`config.mk`:
```
export PLATFORM = sky130hd
export DESIGN_NAME = encoder_hex_to_bin
export DESIGN_NICKNAME = d
export VERILOG_FILES = /design/src/rtl/encoder_hex_to_bin_pkg.sv /design/src/rtl/encoder_hex_to_bin_prio_enc16.sv /design/src/rtl/encoder_hex_to_bin.sv
export SDC_FILE = /design/constraint.sdc
export NUM_CORES = 1
export LEC_CHECK = 0
export BUFFER_PORTS_ARGS = -buffer_cell sky130_fd_sc_hd__buf_2
export CORE_AREA = 2 2 39 41
export DETAILED_ROUTE_END_ITERATION = 7
export DIE_AREA = 0 0 41 43
export PLACE_DENSITY = 0.86
export SYNTH_ARGS = -nofsm -noshare
export SYNTH_HDL_FRONTEND = slang
export SYNTH_HIERARCHICAL = 1
export SYNTH_SLANG_ARGS = --single-unit
```
`constraint.sdc`:
```
create_clock -name clk -period 4 [get_ports clk]
set_input_delay 0.4 -clock clk [delete_from_list [all_inputs] [get_ports clk]]
set_output_delay 0.4 -clock clk [all_outputs]
set_load 0.005 [all_outputs]
```
`src/rtl/encoder_hex_to_bin_pkg.sv`:
```
// Shared widths, reset code and helpers for the hex-to-binary encoder.
package encoder_hex_to_bin_pkg;

    localparam int IN_W  = 16;
    localparam int OUT_W = 4;

    localparam logic [OUT_W-1:0] RST_CODE = 4'h0;

    // True when more than one bit is set: clearing the lowest set bit leaves a remainder.
    function automatic logic is_multi(input logic [IN_W-1:0] v);
        return (v & (v - IN_W'(1))) != '0;
    endfunction

endpackage

```
`src/rtl/encoder_hex_to_bin_prio_enc16.sv`:
```
// Combinational 16-to-4 priority encoder; PRIORITY_MSB picks which end wins on multi-hot input.
module prio_enc16
    import encoder_hex_to_bin_pkg::*;
#(
    parameter bit PRIORITY_MSB = 1'b1
) (
    input  logic [IN_W-1:0]  in,
    output logic [OUT_W-1:0] code,
    output logic             any,
    output logic             multi
);

    always_comb begin
        code = RST_CODE;
        // Full scan; the last match in scan order wins.
        if (PRIORITY_MSB) begin
            for (int i = 0; i < IN_W; i++) begin
                if (in[i]) code = OUT_W'(i);
            end
        end else begin
            for (int i = IN_W - 1; i >= 0; i--) begin
                if (in[i]) code = OUT_W'(i);
            end
        end
        any   = |in;
        multi = is_multi(in);
    end

endmodule

```
`src/rtl/encoder_hex_to_bin.sv`:
```
// Registered one-hot to binary encoder with zero detect.
// Optional one-hot checker (err / err_sticky) enabled by ENCODER_HEX_TO_BIN_ONEHOT_CHECK_EN.
module encoder_hex_to_bin
    import encoder_hex_to_bin_pkg::*;
#(
    parameter bit PRIORITY_MSB = 1'b1
) (
    input  logic             clk,
    input  logic             rst,
    input  logic [IN_W-1:0]  in,
    input  logic             in_valid,
    output logic [OUT_W-1:0] out,
    output logic             out_valid,
    output logic             zero,
    output logic             err,
    output logic             err_sticky
);

    logic [OUT_W-1:0] enc_code;
    logic             enc_any;
    logic             enc_multi;

    prio_enc16 #(.PRIORITY_MSB(PRIORITY_MSB)) u_prio_enc16 (
        .in    (in),
        .code  (enc_code),
        .any   (enc_any),
        .multi (enc_multi)
    );

    logic [OUT_W-1:0] out_q, out_d;
    logic             out_valid_q, out_valid_d;
    logic             zero_q, zero_d;

    always_comb begin
        out_d       = out_q;
        out_valid_d = 1'b0;
        zero_d      = 1'b0;
        if (in_valid) begin
            if (enc_any) begin
                out_d       = enc_code;
                out_valid_d = 1'b1;
            end else begin
                zero_d = 1'b1;
            end
        end
    end

    always_ff @(posedge clk) begin
        if (rst) begin
            out_q       <= RST_CODE;
            out_valid_q <= 1'b0;
            zero_q      <= 1'b0;
        end else begin
            out_q       <= out_d;
            out_valid_q <= out_valid_d;
            zero_q      <= zero_d;
        end
    end

`ifdef ENCODER_HEX_TO_BIN_ONEHOT_CHECK_EN
    logic err_q, err_d;
    logic err_sticky_q, err_sticky_d;

    // The sticky flag rises in the same cycle as the err pulse that sets it.
    always_comb begin
        err_d        = in_valid & enc_multi;
        err_sticky_d = err_sticky_q | err_d;
    end

    always_ff @(posedge clk) begin
        if (rst) begin
            err_q        <= 1'b0;
            err_sticky_q <= 1'b0;
        end else begin
            err_q        <= err_d;
            err_sticky_q <= err_sticky_d;
        end
    end

    assign err        = err_q;
    assign err_sticky = err_sticky_q;
`else
    logic unused_multi;
    assign unused_multi = enc_multi;
    assign err          = 1'b0;
    assign err_sticky   = 1'b0;
`endif

    assign out       = out_q;
    assign out_valid = out_valid_q;
    assign zero      = zero_q;

endmodule

```
==> results of run 1 <==
-- flip-flops by register name, indices dropped and copies added, names as in the netlist --
signal	cells
out	4
out_valid	1
zero	1
-- power groups by stage --
stage | sequential, mW | clock (mW) | combinational [mW]
detailed placement | 0.0659 | 0 | 0.0336
floorplan | 0.0661 | 0 | 0.0169
finish | 0.0647 | 0.0560 | 0.0335
global route | 0.0649 | 0.0603 | 0.0381
global placement | 0.0658 | 0 | 0.0330
CTS | 0.0647 | 0.0570 | 0.0338
-- area by class of cell --
class	instances	area [sq um]
Inverter	3	11.3
Timing Repair Buffer	24	120
Tap cell	16	20.0
Fill cell	152	813
Clock buffer	3	22.5
Sequential cell	6	120
Multi-Input combinational cell	42	277
-- stage by stage --
stage                     total power [mW]  cells  hold slack [ns]  utilization  worst slack (ns)
after global routing                 0.163     94            0.400        0.412              2.17
after detailed placement            0.0994     91            0.566        0.396              2.01
after floorplan                     0.0830     55            0.469            -              2.16
final                                0.154     94            0.395        0.412              2.26
after global placement              0.0988     91            0.560        0.396              2.05
after CTS                            0.156     94            0.387        0.412              2.26
-- worst max path at each step --
stage | depth (start not counted) | slack [ns] | end
5_1_grt | 6 | 2.17 | out[3]
6_report | 6 | 2.26 | out[2]
4_1_cts | 6 | 2.26 | out[2]
3_3_place_gp | 6 | 2.05 | out[3]
3_5_place_dp | 6 | 2.01 | out[2]
2_1_floorplan | 6 | 2.16 | out[0]
-- routing by layer --
| layer | track usage | part of all wire |
|---|---|---|
| met1 | 0.158 | 0.46 |
| met2 | 0.178 | 0.48 |
| met3 | 0 | 0.055 |
| met5 | 0 | 0 |
| met4 | 0.0600 | 0 |
==> flow_summary.toml, run 1 <==
[detailed_routing]
first_pass_iters = 4
num_vias = 437
wl_per_cell_um = 9.32
final_antenna_net_count = 0
drc = 0
dr.first_iter.drc_count = 4
routed_wl_um = 876
vias_per_cell = 4.65

[global_routing]
grt_pass1_vias = 409
grt_antenna_before_repair = 0
grt_max_degree = 11
gr-total-overflow = 0
grt_usage = 0.116
grt_first_pass_wirelength_mm = 1.48

[cells_and_area]
layout-drive-gt1-share = 0.397
final_common_cell = "buf_2"
areaGrowthSynthToFinish_pct = 30.3
nets = 99
final_cell_mix = "buf_2 (24), a21oi_1 (7), nor2_1 (6), dfxtp_1 (6)"
diodes = 0
final_cell_area_sq_um = 571

[run_status]
status = "finished clean"

[power_and_ir_drop]
leakage_nw = 0.281
seqPwrFrac = 0.420
net-switching-power_uw = 39.7
power_frac_clock = 0.363
p_comb_frac = 0.217
vdd_drop_max_mv = 0.115
powerDensity_nw_per_um2 = 270
swShare = 0.257
power.internal_uw = 114

[hold_path]
worstHoldStart = "rst"
hold_path_end = "out[1]"
hp-class = "in -> reg"
hold_path_depth = 2

[floorplanning]
rows = 14
die_x_um = 41
fp.coreArea_sq_um = 1380
ios = 27
dieArea_sq_um = 1760
die_h_um = 43
start_util = 0.316

[setup_path]
arrival_ns = 1.91
r2r_setup_slack_ns = 3.25
cp_max_fo = 10
critPathTopFamily = "simple AND/OR/NAND/NOR gates"
r2r_cells = 2
regToRegStartpoint = "out[2]"
r2r_end = "out[2]"
crit_path_end_kind = "flop"
slowest_delay_ns = 0.53
crit_buf_inv = 1
cpMaxStageDelayCell = "or4_1"
cp-start-kind = "input pin"
worstSetupPathType = "in -> reg"
critical_path.cell_chain = "buf_2 -> or4_1 -> nand2b_1 -> or2_2 -> a21bo_1 -> a21oi_1"
required_ns = 4.17
crit_start = "in[8]"

[clocking]
clkTransAtPathRegs_ns = 0.05
cts_root_buffer = "clkbuf_4"
cts_resized = 0
post_cts_buffers = 0
cts_buffers = 3
clock-sinks = 6
cts_hold_buf = 0
cts_max_path_buffers = 2
worstSkewPairLatency_ns = 0.24
cts_tree = "done"
htree_levels = 1

[placement]
finalWeightedCongestion = 0.690
place_area_sq_um = 548
port_buffers = 24

[timing]
fin_skew_ns = 0
fmax_mhz = 575
finalMaxSlewViolations = 0
layout_min_cycle_time_ns = 1.74
rsz0062_at_grt = "false"
finalSetupViolations = 0
tns_ns = 0
final_hold_viol_count = 0
fin_crit_sh = 0.435

[job]
drv_cap = 0

[synth]
yosysWarnings = 6
syn_area_sq_um = 438
synthesis.instances = 54
synth_area_per_cell_sq_um = 8.11
Power figures use the tool's default switching activity.
==> run 2, diff against run 1 <==
--- a/config.mk
+++ b/config.mk
@@ -6,10 +6,9 @@
 export NUM_CORES = 1
 export LEC_CHECK = 0
 export BUFFER_PORTS_ARGS = -buffer_cell sky130_fd_sc_hd__buf_2
-export CORE_AREA = 2 2 39 41
+export CORE_UTILIZATION = 40
 export DETAILED_ROUTE_END_ITERATION = 7
-export DIE_AREA = 0 0 41 43
-export PLACE_DENSITY = 0.86
+export PLACE_DENSITY = 0.85
 export SYNTH_ARGS = -nofsm -noshare
 export SYNTH_HDL_FRONTEND = slang
 export SYNTH_HIERARCHICAL = 1
==> constraint.sdc (replaced) <==
create_clock -name clk -period 1.5 [get_ports clk]
set_input_delay 0.15 -clock clk [delete_from_list [all_inputs] [get_ports clk]]
set_output_delay 0.15 -clock clk [all_outputs]
set_load 0.005 [all_outputs]
==> run 2 against run 1 <==
Effect of this change:
- final cell count rose by 3.2%
- hold slack got worse by 0.27 ns
- first-iteration DRC count increased by 100%
- critical endpoint is now out[3]
==> flow_summary.toml, run 2 (same netlist as run 1, synthesis figures left out) <==
[run_status]
status = "finished clean"

[timing]
final_hold_viol_count = 0
finalMaxSlewViolations = 0
fmax_mhz = 747
finalSetupViolations = 0
finalWorstSetupSlack_ns = 0.161
layout_min_cycle_time_ns = 1.34
rsz0062_at_grt = "false"
fin_skew_ns = 0
fin_crit_sh = 0.892
tns_ns = 0

[floorplanning]
rows = 11
die_x_um = 35.1
dieArea_sq_um = 1230
ios = 27
start_util = 0.448
fp.coreArea_sq_um = 977
die_h_um = 35.1

[power_and_ir_drop]
vdd_drop_max_mv = 0.413
powerDensity_nw_per_um2 = 685
swShare = 0.263
power_frac_clock = 0.360
finalPower_uw = 428
p_comb_frac = 0.237
seqPwrFrac = 0.403
net-switching-power_uw = 113
leakage_nw = 0.322
power.internal_uw = 315

[placement]
place_ws_ns = -0.0906
port_buffers = 24
dp_hpwl_um = 721
place_area_sq_um = 603
finalWeightedCongestion = 0.797

[hold_path]
hp-class = "in -> reg"

[cells_and_area]
final_cell_mix = "buf_2 (24), a21oi_1 (7), nor2_1 (6), dfxtp_1 (6), buf_4 (6)"
final_common_cell = "buf_2"
largest_reg_flops = 4
areaGrowthSynthToFinish_pct = 42.9
diodes = 0
layout-drive-gt1-share = 0.464
post-route-util = 0.640
final_cell_area_sq_um = 626
nets = 105

[global_routing]
grt_pass1_vias = 413
grt_max_degree = 11
grt_first_pass_wirelength_mm = 1.57
gr-total-overflow = 0
grt_usage = 0.183
grt_antenna_before_repair = 0

[clocking]
cts_buffers = 3
worstSkewPairLatency_ns = 0.25
cts_max_path_buffers = 2
htree_levels = 1
cts_hold_buf = 0
post_cts_buffers = 0
cts_root_buffer = "clkbuf_4"
clkTransAtPathRegs_ns = 0.05
cts_tree = "done"
cts_resized = 0
clock-sinks = 6

[setup_path]
required_ns = 1.68
critical_path.cell_chain = "buf_2 -> or4_4 -> nand2b_4 -> or2_4 -> a21bo_1 -> a21oi_1"
r2r_setup_slack_ns = 0.78
cpMaxStageDelayCell = "or4_4"
cp_max_fo = 10
cp-start-kind = "input pin"
slowest_delay_ns = 0.51
crit_path_end_kind = "flop"
arrival_ns = 1.52
worstSetupPathType = "in -> reg"

[detailed_routing]
final_antenna_net_count = 0
routed_wl_um = 881
dr.first_iter.drc_count = 8
first_pass_iters = 4
wl_per_cell_um = 9.08
num_vias = 468
vias_per_cell = 4.82
drc = 0

[job]
drv_cap = 0
[run 2: cell types whose count changed in the layout (fill, tap and decap cells not counted), sizes merged]
cell  delta
buf      +6
[run 2: path summary, 6_finish.rpt]
check             cells after the start  endpoint    from
setup / recovery                      6    out[3]   in[2]
setup reg to reg                      2    out[3]  out[3]
hold reg to reg                       2    out[0]  out[0]
hold / removal                        2    out[0]     rst
[run 2: critical path, delay by kind of cell]
| kind | cells | cell delay (ns) |
|---|---|---|
| compound gates | 2 | 0.31 |
| simple gates | 3 | 0.95 |
| buf+inv | 1 | 0.11 |
[run 2: per-stage QoR]
| step | hold slack [ns] | std cells |
|---|---|---|
| 2_1_floorplan | 0.219 | 55 |
| 3_3_place_gp | 0.386 | 94 |
| 3_5_place_dp | 0.389 | 94 |
| 4_1_cts | 0.128 | 97 |
| 5_1_grt | 0.137 | 97 |
| 6_report | 0.125 | 97 |
[run 2: layer usage]
layer	vias up	GRT usage	part of all wire
met5	-	0	0
met4	0	0.120	0.014
met3	3	0.0962	0.047
met2	12	0.274	0.49
met1	202	0.200	0.44
li1	251	-	-
[run 2: final cells by class]
type	instances	area, sq um
Tap cell	13	16.3
Sequential cell	6	120
Fill cell	78	352
Inverter	3	11.3
Clock buffer	3	22.5
Multi-Input combinational cell	42	290
Timing Repair Buffer	30	165
[run 2: power by group through the flow]
| stage | sequential, mW | combinational, mW | clock, mW |
|---|---|---|---|
| after floorplan | 0.176 | 0.0466 | 0 |
| after global placement | 0.175 | 0.100 | 0 |
| after detailed placement | 0.175 | 0.102 | 0 |
| after CTS | 0.172 | 0.103 | 0.156 |
| after global routing | 0.173 | 0.115 | 0.169 |
| final | 0.173 | 0.102 | 0.154 |
==> run 3, diff against run 2 <==
--- a/config.mk
+++ b/config.mk
@@ -5,8 +5,9 @@
 export SDC_FILE = /design/constraint.sdc
 export NUM_CORES = 1
 export LEC_CHECK = 0
+export ABC_AREA = 1
 export BUFFER_PORTS_ARGS = -buffer_cell sky130_fd_sc_hd__buf_2
-export CORE_UTILIZATION = 40
+export CORE_UTILIZATION = 41
 export DETAILED_ROUTE_END_ITERATION = 7
 export PLACE_DENSITY = 0.85
 export SYNTH_ARGS = -nofsm -noshare
==> run 3 against run 2 <==
Effect of this change:
- clock power down 6%
- maximum frequency up 32%
- setup slack better by 0.33 ns
- routed wire length up 0.11%
- total power down 1.3%
- sequential share of layout area up 0.077 points
- via count up 9.6%
- flip-flop and latch count unchanged
==> flow_summary.toml, run 3 <==
[power_and_ir_drop]
seqPwrFrac = 0.412
p_comb_frac = 0.245
powerDensity_nw_per_um2 = 678
net-switching-power_uw = 116
leakage_nw = 0.397
swShare = 0.275
power_frac_clock = 0.344
power.internal_uw = 306
vdd_drop_max_mv = 0.617
finalPower_uw = 423

[detailed_routing]
final_antenna_net_count = 0
vias_per_cell = 4.17
dr.first_iter.drc_count = 8
num_vias = 513
wl_per_cell_um = 7.17
routed_wl_um = 882
drc = 0
first_pass_iters = 2

[global_routing]
grt_pass1_vias = 462
grt_antenna_before_repair = 0
grt_first_pass_wirelength_mm = 1.68
grt_max_degree = 10
grt_usage = 0.180
gr-total-overflow = 0

[timing]
finalSetupViolations = 0
fin_crit_sh = 0.675
final_hold_viol_count = 0
layout_min_cycle_time_ns = 1.01
rsz0062_at_grt = "false"
finalMaxSlewViolations = 0
tns_ns = 0
fmax_mhz = 988
fin_skew_ns = 0

[run_status]
status = "finished clean"

[setup_path]
worstSetupPathType = "in -> reg"
crit_path_end_kind = "flop"
cp-start-kind = "input pin"
cp_max_fo = 9
required_ns = 1.63
arrival_ns = 1.15

[cells_and_area]
final_cell_mix = "nand2_1 (31), buf_2 (24), inv_1 (21)"
final_cell_area_sq_um = 623
nets = 131
largest_reg_flops = 4
areaGrowthSynthToFinish_pct = 31.1
layoutNonFillerInstCount = 123
final_common_cell = "nand2_1"
seq_area_sq_um = 120
diodes = 0
fillCellCount = 111
multiInputGateArea_sq_um = 265
layout-drive-gt1-share = 0.318

[floorplanning]
start_util = 0.473
rows = 11
dieArea_sq_um = 1300
fp.coreArea_sq_um = 1000
die_x_um = 36.1
die_h_um = 36.1
ios = 27

[placement]
port_buffers = 24
finalWeightedCongestion = 0.735
dp_hpwl_um = 746
dp_cells = 120
place_area_sq_um = 601

[job]
drv_cap = 0

[clocking]
htree_levels = 1
clkTransAtPathRegs_ns = 0.04
cts_root_buffer = "clkbuf_4"
clock-sinks = 6
worstSkewPairLatency_ns = 0.24
cts_max_path_buffers = 2
cts_tree = "done"
post_cts_buffers = 0
cts_hold_buf = 0
cts_resized = 0
cts_buffers = 3

[synth]
synthesis.instances = 84
yosysWarnings = 6
synth_area_per_cell_sq_um = 5.66
syn_area_sq_um = 475

[hold_path]
hp-class = "in -> reg"
[run 3: final timing paths]
kind / start / to / slack (ns) / depth (start not counted)
max: in[13] / out[3] / 0.49 / 9
min: rst / out_valid / 0.1 / 2
max reg2reg: out[1] / out[1] / 0.88 / 4
min reg2reg: out[0] / out[0] / 0.52 / 4
[run 3: cell type report]
cell class	count	area share
clock buffers	3	0.0361
inverters	21	0.127
multi-input cells	56	0.426
flip-flops and latches	6	0.193
well taps	13	0.0261
repair buffers	24	0.193
[run 3: worst max-delay path, cell delays in order]
cell	delay, ns
buf_2	0.09
inv_1	0.05
nand2_1	0.06
nor3_1	0.28
nand2_1	0.16
nand2_2	0.17
nand2_1	0.07
nand2_1	0.06
nor2_1	0.04
[run 3: metal layers]
layer | share of wire | wire length (um) | track usage | vias up
li1 | - | - | - | 287
met1 | 0.45 | 397 | 0.189 | 208
met2 | 0.49 | 429 | 0.318 | 18
met3 | 0.063 | 56 | 0.0750 | 0
met4 | 0 | 0 | 0.0577 | 0
met5 | 0 | 0 | 0 | -
[run 3: power groups by stage]
stage	sequential, mW	combinational (mW)	clock [mW]
after floorplan	0.178	0.0585	0
after global placement	0.176	0.100	0
after detailed placement	0.177	0.103	0
after CTS	0.174	0.104	0.148
after global routing	0.174	0.121	0.160
final	0.174	0.103	0.145
[run 3: per-stage QoR]
| stage | setup slack (ns) | hold WS, ns | utilization |
|---|---|---|---|
| 2_1_floorplan | 0.444 | 0.222 | - |
| 6_report | 0.488 | 0.0957 | 0.620 |
| 3_3_place_gp | 0.275 | 0.322 | 0.598 |
| 5_1_grt | 0.237 | 0.0952 | 0.620 |
| 4_1_cts | 0.504 | 0.0875 | 0.620 |
| 3_5_place_dp | 0.260 | 0.342 | 0.598 |
